===== config.mk =====
export PLATFORM = sky130hd
export DESIGN_NAME = instr_fetch_unit
export DESIGN_NICKNAME = d
export VERILOG_FILES = /design/src/rtl/instr_fetch_unit_pkg.sv /design/src/rtl/pc_next_logic.sv /design/src/rtl/instr_fetch_unit.sv
export SDC_FILE = /design/constraint.sdc
export NUM_CORES = 1
export LEC_CHECK = 0
export CAP_MARGIN = 20
export CORE_ASPECT_RATIO = 1.5
export CORE_MARGIN = 4
export CORE_UTILIZATION = 40
export DETAILED_ROUTE_END_ITERATION = 8
export GPL_ROUTABILITY_DRIVEN = 0
export GPL_TIMING_DRIVEN = 0
export HOLD_SLACK_MARGIN = 0.02
export MAX_ROUTING_LAYER = met4
export PLACE_DENSITY = 0.78
export SYNTH_ARGS = -nofsm -noshare
export SYNTH_HDL_FRONTEND = slang
export SYNTH_SLANG_ARGS = --single-unit

===== constraint.sdc =====
create_clock -name Clk -period 4.5 [get_ports Clk]
set_input_delay 0.9 -clock Clk [delete_from_list [all_inputs] [get_ports Clk]]
set_output_delay 0.9 -clock Clk [all_outputs]
set_load 0.03 [all_outputs]

===== src/rtl/instr_fetch_unit_pkg.sv =====
// rtl/instr_fetch_unit_pkg.sv - shared instruction constants and fetch FSM encodings
package instr_fetch_unit_pkg;

  localparam logic [5:0] OP_RTYPE = 6'd0;
  localparam logic [5:0] OP_J     = 6'd2;
  localparam logic [5:0] OP_BEQ   = 6'd4;
  localparam logic [5:0] OP_LW    = 6'd35;
  localparam logic [5:0] OP_SW    = 6'd43;

  typedef enum logic [1:0] {
    ST_IDLE  = 2'd0,
    ST_FETCH = 2'd1,
    ST_VALID = 2'd2
  } fetch_state_t;

  // Word-scaled, sign-extended 16-bit branch displacement.
  function automatic logic [31:0] branch_offset(input logic [15:0] imm);
    return {{14{imm[15]}}, imm, 2'b00};
  endfunction

endpackage


===== src/rtl/pc_next_logic.sv =====
// rtl/pc_next_logic.sv - next-PC selection: jump over taken branch over sequential
module pc_next_logic
  import instr_fetch_unit_pkg::*;
(
  input  logic [31:0] PCPlus4,
  input  logic [25:0] Instr,
  input  logic        Jump,
  input  logic        Branch,
  input  logic        Zero,
  output logic [31:0] PCNext
);

  logic [31:0] jump_target;
  logic [31:0] branch_target;

  assign jump_target   = {PCPlus4[31:28], Instr, 2'b00};
  assign branch_target = PCPlus4 + branch_offset(Instr[15:0]);

  always_comb begin
    PCNext = PCPlus4;
    if (Jump) begin
      PCNext = jump_target;
    end else if (Branch && Zero) begin
      PCNext = branch_target;
    end
  end

endmodule


===== src/rtl/instr_fetch_unit.sv =====
// rtl/instr_fetch_unit.sv - instruction fetch: req/ack memory handshake, PC ownership,
// and a held instruction slot released by the decode/execute stage.
module instr_fetch_unit
  import instr_fetch_unit_pkg::*;
#(
  parameter logic [31:0] RESET_PC = 32'h0000_0000
) (
  input  logic        Clk,
  input  logic        Reset,
  output logic        IMemReq,
  output logic [31:0] IMemAddr,
  input  logic        IMemAck,
  input  logic [31:0] IMemRData,
  output logic [31:0] Instr,
  output logic [5:0]  Op,
  output logic [5:0]  Funct,
  output logic        InstrValid,
  input  logic        InstrTaken,
  input  logic        Jump,
  input  logic        Branch,
  input  logic        Zero,
  output logic [31:0] PC,
  output logic [31:0] PCPlus4,
  output logic [31:0] FetchCount
);

  fetch_state_t state;
  fetch_state_t state_next;
  logic         load_instr;
  logic         advance_pc;
  logic [31:0]  pc_next;

  always_ff @(posedge Clk or posedge Reset) begin
    if (Reset) begin
      state <= ST_IDLE;
    end else begin
      state <= state_next;
    end
  end

  always_comb begin
    state_next = state;
    load_instr = 1'b0;
    advance_pc = 1'b0;
    case (state)
      ST_IDLE: begin
        state_next = ST_FETCH;
      end
      ST_FETCH: begin
        if (IMemAck) begin
          load_instr = 1'b1;
          state_next = ST_VALID;
        end
      end
      ST_VALID: begin
        if (InstrTaken) begin
          advance_pc = 1'b1;
          state_next = ST_FETCH;
        end
      end
      default: begin
        state_next = ST_IDLE;
      end
    endcase
  end

  pc_next_logic u_pc_next_logic (
    .PCPlus4 (PCPlus4),
    .Instr   (Instr[25:0]),
    .Jump    (Jump),
    .Branch  (Branch),
    .Zero    (Zero),
    .PCNext  (pc_next)
  );

  // Instr, PC and FetchCount only move on handshake edges, keeping them stable through VALID.
  always_ff @(posedge Clk or posedge Reset) begin
    if (Reset) begin
      PC         <= RESET_PC;
      Instr      <= '0;
      FetchCount <= '0;
    end else begin
      if (load_instr) begin
        Instr <= IMemRData;
      end
      if (advance_pc) begin
        PC         <= pc_next;
        FetchCount <= FetchCount + 32'd1;
      end
    end
  end

  assign PCPlus4    = PC + 32'd4;
  assign IMemAddr   = PC;
  assign IMemReq    = (state == ST_FETCH);
  assign InstrValid = (state == ST_VALID);
  assign Op         = Instr[31:26];
  assign Funct      = Instr[5:0];

endmodule

==> metrics.txt, run 1 <==
Die Width=113 um; most frequent cells in the layout=clkdlybuf4s50_1, dfrtp_1, nand2_1, xnor2_1, nor2_1; crit-path cells=ha_1 > inv_1 > nor2_2 > nand3_2 > nor2_4 > nand2_1 > xnor2_1 > ha_1 > and3_1 > and4_1 > a22oi_1 > nand2_1 > o2111ai_2 > o211ai_2 > a31o_2 > xor2_1 > mux2i_1 > o21ai_0; max-cap viol count=0; drt wl/cell=17.9 um; Fin. Hold Viols=0; crit-path leading delay family=simple AND/OR/NAND/NOR gates; number of global-route vias before repair=6429; CTS sink cnt=96; most common cell after layout, fill and taps aside=clkdlybuf4s50_1; post-route clock skew=0.00899 ns; Synth top area share=36.1%; CTS tree=yes; die area=18800 um^2; largest net degree at the start of global routing=54; drt pass-1 iters=5; Avg Cell Area, Syn=9.00 um^2; Synth area leaders=dfrtp_1, xnor2_1, ha_1; Final #Nets=1041; Static Leak=4.01 nW; first-pass GRT wire length=33800 um; via count=6342; pwr dens=840 nW/um^2; Post-synth EDFFs=0; synthesized area=6650 um^2; sequential area share after synthesis=36.1%; CP Launch Type=flip-flop; area grow syn2layout=41.0%; slew margin rel.=35.6%; Arrival @ worst endpoint=4.49 ns; share of layout cells above drive strength 1=12.8%; Reg clk slew, reported paths=0.08 ns; initial antenna violation count=0; TritonCTS Buffers=9; CTS Hold Bufs=0; clock buffer depth=2; WHS=0.493 ns; DR vias/cell=5.40; fmax=0.234 GHz; Worst Path Required=4.71 ns; Distinct cells, synth=60; GR Util All Layers=23.1%; Die H=166 um; Port-buffer cells=206; DRT iter0 DRCs=334; slowest stage delay, CP=0.45 ns; CP endpoint kind=flip-flop; top cell type by total area after synthesis=dfrtp_1; Root Driver=clkbuf_16; RSZ-0062 raised after global routing=false; placed insts=1157; Pins Over Slew Limit=0; Rows=57; WP buf/inv=1; CP max stage cell=dfrtp_2; antenna cells=0; # setup viols final=0; maximum vdd drop=537 uV; Synth Flop Type=dfrtp_1; min cycle time layout=4.28 ns; residual DRC count=0; CP max FO=7; status=finished, final reports clean; Total Wirelength=21100 um; ys async rst share=100%; Yosys reg bits=96; CTS H-Tree Depth=3; core area=16300 um^2; initial cell density of the core=40.9%; clk_lat worst skew=0.35 ns; dpl hpwl=16000 um; Syn. warnings=0; Synth Instances=739; IO Count=213; total gr overflow=0; antenna-violating nets left=0; Least-Margin Pin Slew=0.966 ns; crit path kind=flip-flop to flip-flop; worst hold path class=flip-flop to flip-flop; final critical-path share of the clock period=95.1%; Final Non-Filler Cells=1175
## report_power, final
part           internal (mW)  total (mW)  switching [mW]  leakage [nW]
clock network          0.449       0.835           0.385         0.157
logic                   2.39        5.43            3.04          2.65
registers               1.15        1.61           0.456          1.20
## logic make-up after synthesis
family	after synthesis	synth area share (%)
buffers and inverters	88	7.71
DFF	96	36.1
and+or+nand+nor	243	17.5
muxes	37	6.19
AOI/OAI and AO/OA	153	14.0
adders and majority gates	38	7.26
other	1	0.0564
xor gates and xnor gates	83	11.2
## cells in the mapped netlist, types with 2 or more instances
cell	count
nand2b_1	2
nor2_1	56
nand4_1	16
a211oi_1	7
xnor2_2	2
o21a_1	8
nor4_1	2
o21ai_1	2
buf_2	2
o22ai_1	4
nand3_1	27
buf_4	48
a21o_1	6
nor2_2	3
o211ai_1	10
nor2b_1	8
nand2_1	88
xnor2_1	58
buf_1	2
and4_1	4
a31o_2	2
or3_1	8
mux2i_1	4
nor3_1	4
nor3b_1	2
ha_1	37
and2_1	2
a31oi_1	2
o2111ai_1	3
o31ai_1	5
o21bai_1	3
a21oi_1	46
xor2_1	23
o21ai_0	45
dfrtp_1	96
clkbuf_1	21
and3_1	12
nand2b_4	2
mux2_2	33
inv_1	14
## per-layer routing
metal / global-route usage [%] / vias up / part of all wire [%]
li1: - / 2982 / -
met1: 26.2 / 3060 / 38
met2: 39.2 / 239 / 52
met3: 3.14 / 61 / 5.2
met4: 12.0 / 0 / 4.8
met5: - / - / 0
## through the flow
stage / util [%] / setup TNS [ns] / power (mW) / instance area (um^2) / worst slack (ns)
after floorplan: - / 0 / 5.16 / 6670 / 0.205
after global placement: 55.3 / -50.41 / 6.93 / 8990 / -0.529
after detailed placement: 55.5 / -0.137 / 7.00 / 9020 / -0.0644
after CTS: 57.6 / 0 / 7.87 / 9360 / 0.0290
after global routing: 57.7 / 0 / 8.43 / 9380 / 0.0719
final: 57.7 / 0 / 7.88 / 9380 / 0.223
## flip-flops by register name, indices dropped and copies added, names as in the netlist
name and count:
IMemAddr 30, Instr 32, state 2, FetchCount 32
## repair_timing
action / CTS / global route
setup buffers: 2 / 0
endpoints found under the setup margin: 5 / 7
pin swaps: 1 / 0
gates resized for setup: 2 / 5
## final timing paths
path / to / slack, ns / start / cells after the start
max reg2reg: IMemAddr[29]$_DFFE_PP0P_ / 0.22 / IMemAddr[2]$_DFFE_PP0P_ / 18
min reg2reg: FetchCount[31]$_DFFE_PP0P_ / 0.49 / FetchCount[31]$_DFFE_PP0P_ / 1
max: IMemAddr[29]$_DFFE_PP0P_ / 0.22 / IMemAddr[2]$_DFFE_PP0P_ / 18
max in group asynchronous: IMemAddr[22]$_DFFE_PP0P_ / 2.86 / Reset / 3
min in group asynchronous: Instr[8]$_DFFE_PP0P_ / 0.96 / Reset / 2
min: FetchCount[31]$_DFFE_PP0P_ / 0.49 / FetchCount[31]$_DFFE_PP0P_ / 1
## layout make-up
class,count,area [um^2]
timing repair buffer,209,2100
fill,1469,6880
clock buffer,9,225
buffer,73,457
sequential,96,2400
tap,206,258
multi-input combinational,560,3780
inverter,15,58.8
clock inverter,7,95.1
(Power assumes the default switching activity.)
==> run 2: changes to the inputs <==
--- a/config.mk
+++ b/config.mk
@@ -8,13 +8,14 @@
 export CAP_MARGIN = 20
 export CORE_ASPECT_RATIO = 1.5
 export CORE_MARGIN = 4
-export CORE_UTILIZATION = 40
+export CORE_UTILIZATION = 48
 export DETAILED_ROUTE_END_ITERATION = 8
 export GPL_ROUTABILITY_DRIVEN = 0
 export GPL_TIMING_DRIVEN = 0
 export HOLD_SLACK_MARGIN = 0.02
 export MAX_ROUTING_LAYER = met4
-export PLACE_DENSITY = 0.78
+export PLACE_DENSITY = 0.89
 export SYNTH_ARGS = -nofsm -noshare
 export SYNTH_HDL_FRONTEND = slang
+export SYNTH_HIERARCHICAL = 1
 export SYNTH_SLANG_ARGS = --single-unit
==> run 2 against run 1 <==
Synthesized cell count increased by 7.4%. Synthesized area increased by 5.8%. Via count increased by 7.7%. Combinational power increased by 5.9%. Global-route usage increased by 4.7 points. Clock skew increased by 0.0035 ns. Sequential cell count increased by 2. Critical path depth decreased by 2. Cell count increased by 3.6%. Setup slack improved by 0.068 ns. Hold slack got worse by 0.0050 ns.
==> metrics.txt, run 2 <==
Static Leak=4.35 nW; gr busiest metal=met2; post-synthesis xor/xnor area fraction=10.6%; most frequent cells in the layout=clkdlybuf4s50_1, nand2_1, dfrtp_1, xnor2_1, buf_4; Pins Over Slew Limit=0; multiplexer area fraction after synthesis=7.02%; placed insts=1200; most used cell, CP=nand2_1; Avg Cell Area, Syn=8.86 um^2; drt pass-1 iters=8; CTS H-Tree Depth=3; WHS Path Cells=1; top cell type by total area after synthesis=dfrtp_1; Distinct cells, synth=65; overall power=8.15 mW; DRT iter0 DRCs=421; CP Launch Type=flip-flop; Post-synth EDFFs=0; TritonCTS Buffers=9; fillers=1097; IO Count=213; Synth top area share=34.8%; slowest stage delay, CP=0.67 ns; Yosys reg bits=98; Final WS setup=0.290 ns; final critical-path share of the clock period=93.5%; number of global-route vias before repair=7088; global routing usage on met2=48.7%; Syn Nets=865; clk_lat worst skew=0.35 ns; pre-CTS WS=0.246 ns; crit path kind=flip-flop to flip-flop; status=finished, final reports clean; Synth Flop Type=dfrtp_1; dpl hpwl=17000 um; Die H=156 um; area taken by multi-input logic gates=4040 um^2; Root Driver=clkbuf_16; initial antenna violation count=0; Reg clk slew, reported paths=0.08 ns; CTS Hold Bufs=0; CTS tree=yes; die area=16700 um^2; DR vias/cell=5.61; Arrival @ worst endpoint=4.45 ns; cell with the most instances after synthesis=nand2_1; antenna cells=0; Synth Instances=794; crit-path cells=ha_1 > nand3_1 > nor3_1 > nand2_1 > xnor2_1 > ha_1 > a21oi_1 > inv_1 > a221o_1 > a21oi_2 > o41ai_4 > a31oi_1 > xnor2_1 > o21ai_1 > nand2_1 > nand2_1; maximum vdd drop=625 uV; min cycle time layout=4.21 ns; RSZ-0062 raised after global routing=false; post-route clock skew=0.0125 ns; reg2reg path depth=16; CP endpoint kind=flip-flop; clock buffer depth=2; Fin. Hold Viols=0; max-cap viol count=0; Final #Nets=1091; Worst Path Required=4.74 ns; core area=14200 um^2; Port-buffer cells=211; Total Wirelength=22300 um; met1 Use GR=31.3%; CP max stage cell=nor3_1; ys async rst share=100%; share of layout cells above drive strength 1=13.7%; GR Util met3=5.16%; slew margin rel.=31.5%; total gr overflow=0; initial cell density of the core=49.6%; drt wl/cell=18.4 um; via count=6828; Synth Area in Simple Gates=20.8%; Syn. warnings=6; first-pass GRT wire length=36300 um; Synth Area in Adders=5.80%; Least-Margin Pin Slew=1.02 ns; largest net degree at the start of global routing=68; most common cell after layout, fill and taps aside=clkdlybuf4s50_1; Storage cell area=2450 um^2; CTS sink cnt=98; Post-synth top cells=nand2_1, dfrtp_1, xnor2_1; Synth area leaders=dfrtp_1, nand2_1, xnor2_1; largest family of logic cells by synthesized area=simple AND/OR/NAND/NOR gates; Rows=53; Die Width=107 um; sequential area share after synthesis=34.8%; GR Util All Layers=27.8%; Final Non-Filler Cells=1217; antenna-violating nets left=0; residual DRC count=0; area grow syn2layout=38.6%; synthesized area=7040 um^2; pwr dens=836 nW/um^2; fmax=0.238 GHz; Compound-Gate Fraction of Synth Area=13.1%; # setup viols final=0; CP max FO=6; worst hold path class=flip-flop to flip-flop
[run 2: cell count changes after synthesis, moves of 7 or more]
| cell | previous run | this run |
|---|---|---|
| nand2_1 | 88 | 163 |
| nor2_1 | 56 | 31 |
| a21o_1 | 6 | 20 |
| nand4_1 | 16 | 25 |
| o21ai_0 | 45 | 36 |
| a21oi_1 | 46 | 38 |
| nor3_1 | 4 | 12 |
| or3_1 | 8 | 0 |
| o211ai_1 | 10 | 3 |
[run 2: final cells by class]
class / count / area share, %
multi-input cells: 608 / 41.5
flip-flops and latches: 98 / 25.1
repair buffers: 215 / 22.1
plain buffers: 74 / 5.18
well taps: 192 / 2.46
clock buffers: 10 / 2.45
clock inverters: 6 / 0.616
inverters: 14 / 0.565
[run 2: critical path: cells and delay by family, from the launching register on]
family / cells / cell delay [ns]
AOI/OAI and AO/OA: 6 / 1.37
and+or+nand+nor: 5 / 1.14
adders and majority gates: 2 / 0.60
DFF: 1 / 0.48
xor gates and xnor gates: 2 / 0.46
buffers and inverters: 1 / 0.07
[run 2: timing repair]
| item | in CTS | in global routing |
|---|---|---|
| endpoints found under the setup margin | 0 | 4 |
| buffers inserted | 0 | 0 |
| resized for setup | 0 | 3 |
[run 2: kinds of logic after synthesis]
| group | Yosys count |
|---|---|
| mux | 45 |
| simple gates | 306 |
| fa+ha+maj | 32 |
| xor+xnor | 85 |
| flops | 98 |
| compound gates | 140 |
| buf+inv | 88 |
[run 2: path summary, 6_finish.rpt]
kind	from	end	slack (ns)
setup reg to reg	IMemAddr[2]$_DFFE_PP0P_	IMemAddr[29]$_DFFE_PP0P_	0.29
hold / removal	FetchCount[31]$_DFFE_PP0P_	FetchCount[31]$_DFFE_PP0P_	0.49
hold reg to reg	FetchCount[31]$_DFFE_PP0P_	FetchCount[31]$_DFFE_PP0P_	0.49
setup / recovery	IMemAddr[2]$_DFFE_PP0P_	IMemAddr[29]$_DFFE_PP0P_	0.29
min in group asynchronous	Reset	Instr[30]$_DFFE_PP0P_	0.91
max in group asynchronous	Reset	IMemAddr[9]$_DFFE_PP0P_	2.89
[run 2: stage by stage]
stage	instance area [um^2]	utilization (%)	TNS [ns]	hold slack (ns)
finish	9750	68.7	0	0.488
global route	9750	68.7	0	0.516
CTS	9730	68.6	0	0.491
detailed placement	9430	66.5	0	0.471
global placement	9390	66.2	-50.66	0.465
floorplan	7040	-	0	0.503
[run 2: power breakdown]
group / internal (mW) / switching [mW] / total (mW)
clock: 0.404 / 0.374 / 0.777
sequential: 1.16 / 0.453 / 1.62
combinational: 2.50 / 3.26 / 5.75
total: 4.07 / 4.08 / 8.15
[run 2: layer usage]
metal	share of wire, %	up-vias
met1	38	3267
met3	7.0	60
met5	0	-
li1	-	3167
met2	52	334
met4	3.4	0
==> run 3: changes to the inputs <==
==> constraint.sdc (replaced) <==
create_clock -name Clk -period 4.5 [get_ports Clk]
set_input_delay 1.35 -clock Clk [delete_from_list [all_inputs] [get_ports Clk]]
set_output_delay 1.35 -clock Clk [all_outputs]
set_load 0.03 [all_outputs]
==> run 3 against run 2 <==
Sequential power about the same. Cell area up 0.32%. Global-route usage about the same. Routed wire length down 0.13%. Cell count unchanged. Die area unchanged. First-iteration DRC count up 8.8%. Hold slack worse by 0.00094 ns. Largest cell class unchanged.
==> metrics.txt, run 3 (same netlist as run 2, synthesis figures left out) <==
Setup TNS Final=0 ns; most frequent cells in the layout=clkdlybuf4s50_1, nand2_1, dfrtp_1, xnor2_1, buf_4; Pins Over Slew Limit=0; max-cap viol count=0; core area=14200 um^2; total gr overflow=0; first-pass GRT wire length=36300 um; placed insts=1200; crit path kind=flip-flop to output port; Final Cell Area=9780 um^2; antenna-violating nets left=0; Reg clk slew, reported paths=0.07 ns; slew margin rel.=31.4%; DR WL met2=11600 um; Final Util=68.9%; Rows=53; Final WS setup=0.117 ns; GR Util All Layers=27.8%; worst hold path class=flip-flop to flip-flop; Arrival @ worst endpoint=3.03 ns; number of global-route vias before repair=7101; share of layout cells above drive strength 1=13.9%; drt wl/cell=18.3 um; die area=16700 um^2; dpl hpwl=17000 um; Fin. Hold Viols=0; CTS Hold Bufs=0; fmax=0.228 GHz; initial antenna violation count=0; IO Count=213; Final #Nets=1091; Root Driver=clkbuf_16; maximum vdd drop=625 uV; pwr dens=833 nW/um^2; Final Non-Filler Cells=1217; pre-CTS WS=0.211 ns; met3 wire length=1580 um; DRT iter0 DRCs=458; antenna cells=0; min cycle time layout=4.38 ns; most common cell after layout, fill and taps aside=clkdlybuf4s50_1; Worst Path Required=3.15 ns; clock buffer depth=2; # setup viols final=0; overall power=8.15 mW; via count=6805; Static Leak=4.40 nW; DP Area=9430 um^2; CP endpoint kind=output port; initial cell density of the core=49.6%; CP Launch Type=flip-flop; CP max FO=7; final critical-path share of the clock period=97.4%; Least-Margin Pin Slew=1.02 ns; CTS sink cnt=98; area grow syn2layout=39.0%; DR vias/cell=5.59; Port-buffer cells=211; Die H=156 um; clk_lat worst skew=0.35 ns; drt pass-1 iters=5; largest net degree at the start of global routing=68; residual DRC count=0; Top Metal Used=met4; CTS tree=yes; TritonCTS Buffers=9; Met1 Wirelength=8390 um; post-route clock skew=0.0130 ns; WHS=0.487 ns; RSZ-0062 raised after global routing=true; status=finished, final reports clean; CTS H-Tree Depth=3; Total Wirelength=22300 um; Die Width=107 um
-- run 3: metal layers --
metal  vias up  global-route usage [%]
met5         -                       -
met4         0                    10.4
met3        60                    5.04
met2       320                    49.0
met1      3255                    31.1
li1       3170                       -
-- run 3: power breakdown --
part | switching (mW) | total, mW | internal [mW] | leakage, nW
registers | 0.455 | 1.62 | 1.16 | 1.25
clock network | 0.374 | 0.778 | 0.404 | 0.140
logic | 3.26 | 5.76 | 2.50 | 3.01
-- run 3: cell type report --
| cell class | instances | area, um^2 |
|---|---|---|
| Sequential cell | 98 | 2450 |
| Clock buffer | 10 | 239 |
| Tap cell | 192 | 240 |
| Clock inverter | 6 | 60.1 |
| Multi-Input combinational cell | 608 | 4070 |
| Timing Repair Buffer | 215 | 2160 |
| Fill cell | 1089 | 4410 |
| Inverter | 14 | 55.1 |
| Buffer | 74 | 505 |
-- run 3: path summary, 6_finish.rpt --
path,cells past startpoint,to,slack (ns),from
max,5,PCPlus4[25],0.12,IMemAddr[4]$_DFFE_PP0P_
min,1,FetchCount[31]$_DFFE_PP0P_,0.49,FetchCount[31]$_DFFE_PP0P_
max reg2reg,17,IMemAddr[19]$_DFFE_PP0P_,0.38,IMemAddr[2]$_DFFE_PP0P_
min reg2reg,1,FetchCount[31]$_DFFE_PP0P_,0.49,FetchCount[31]$_DFFE_PP0P_
max in group asynchronous,3,IMemAddr[9]$_DFFE_PP0P_,2.45,Reset
min in group asynchronous,2,Instr[30]$_DFFE_PP0P_,1.36,Reset
-- run 3: critical path, stage by stage (launching register included) --
cell and delay, ns:
dfrtp_1 0.49, nand4_1 0.26, nor3_2 0.60, nand4_1 0.20, xnor2_1 0.38, clkdlybuf4s50_1 0.76
-- run 3: what timing repair did --
item	CTS	global route
gates resized for setup	5	4
setup endpoints to repair	16	10
hold endpoints to repair	0	0
setup buffers	0	0
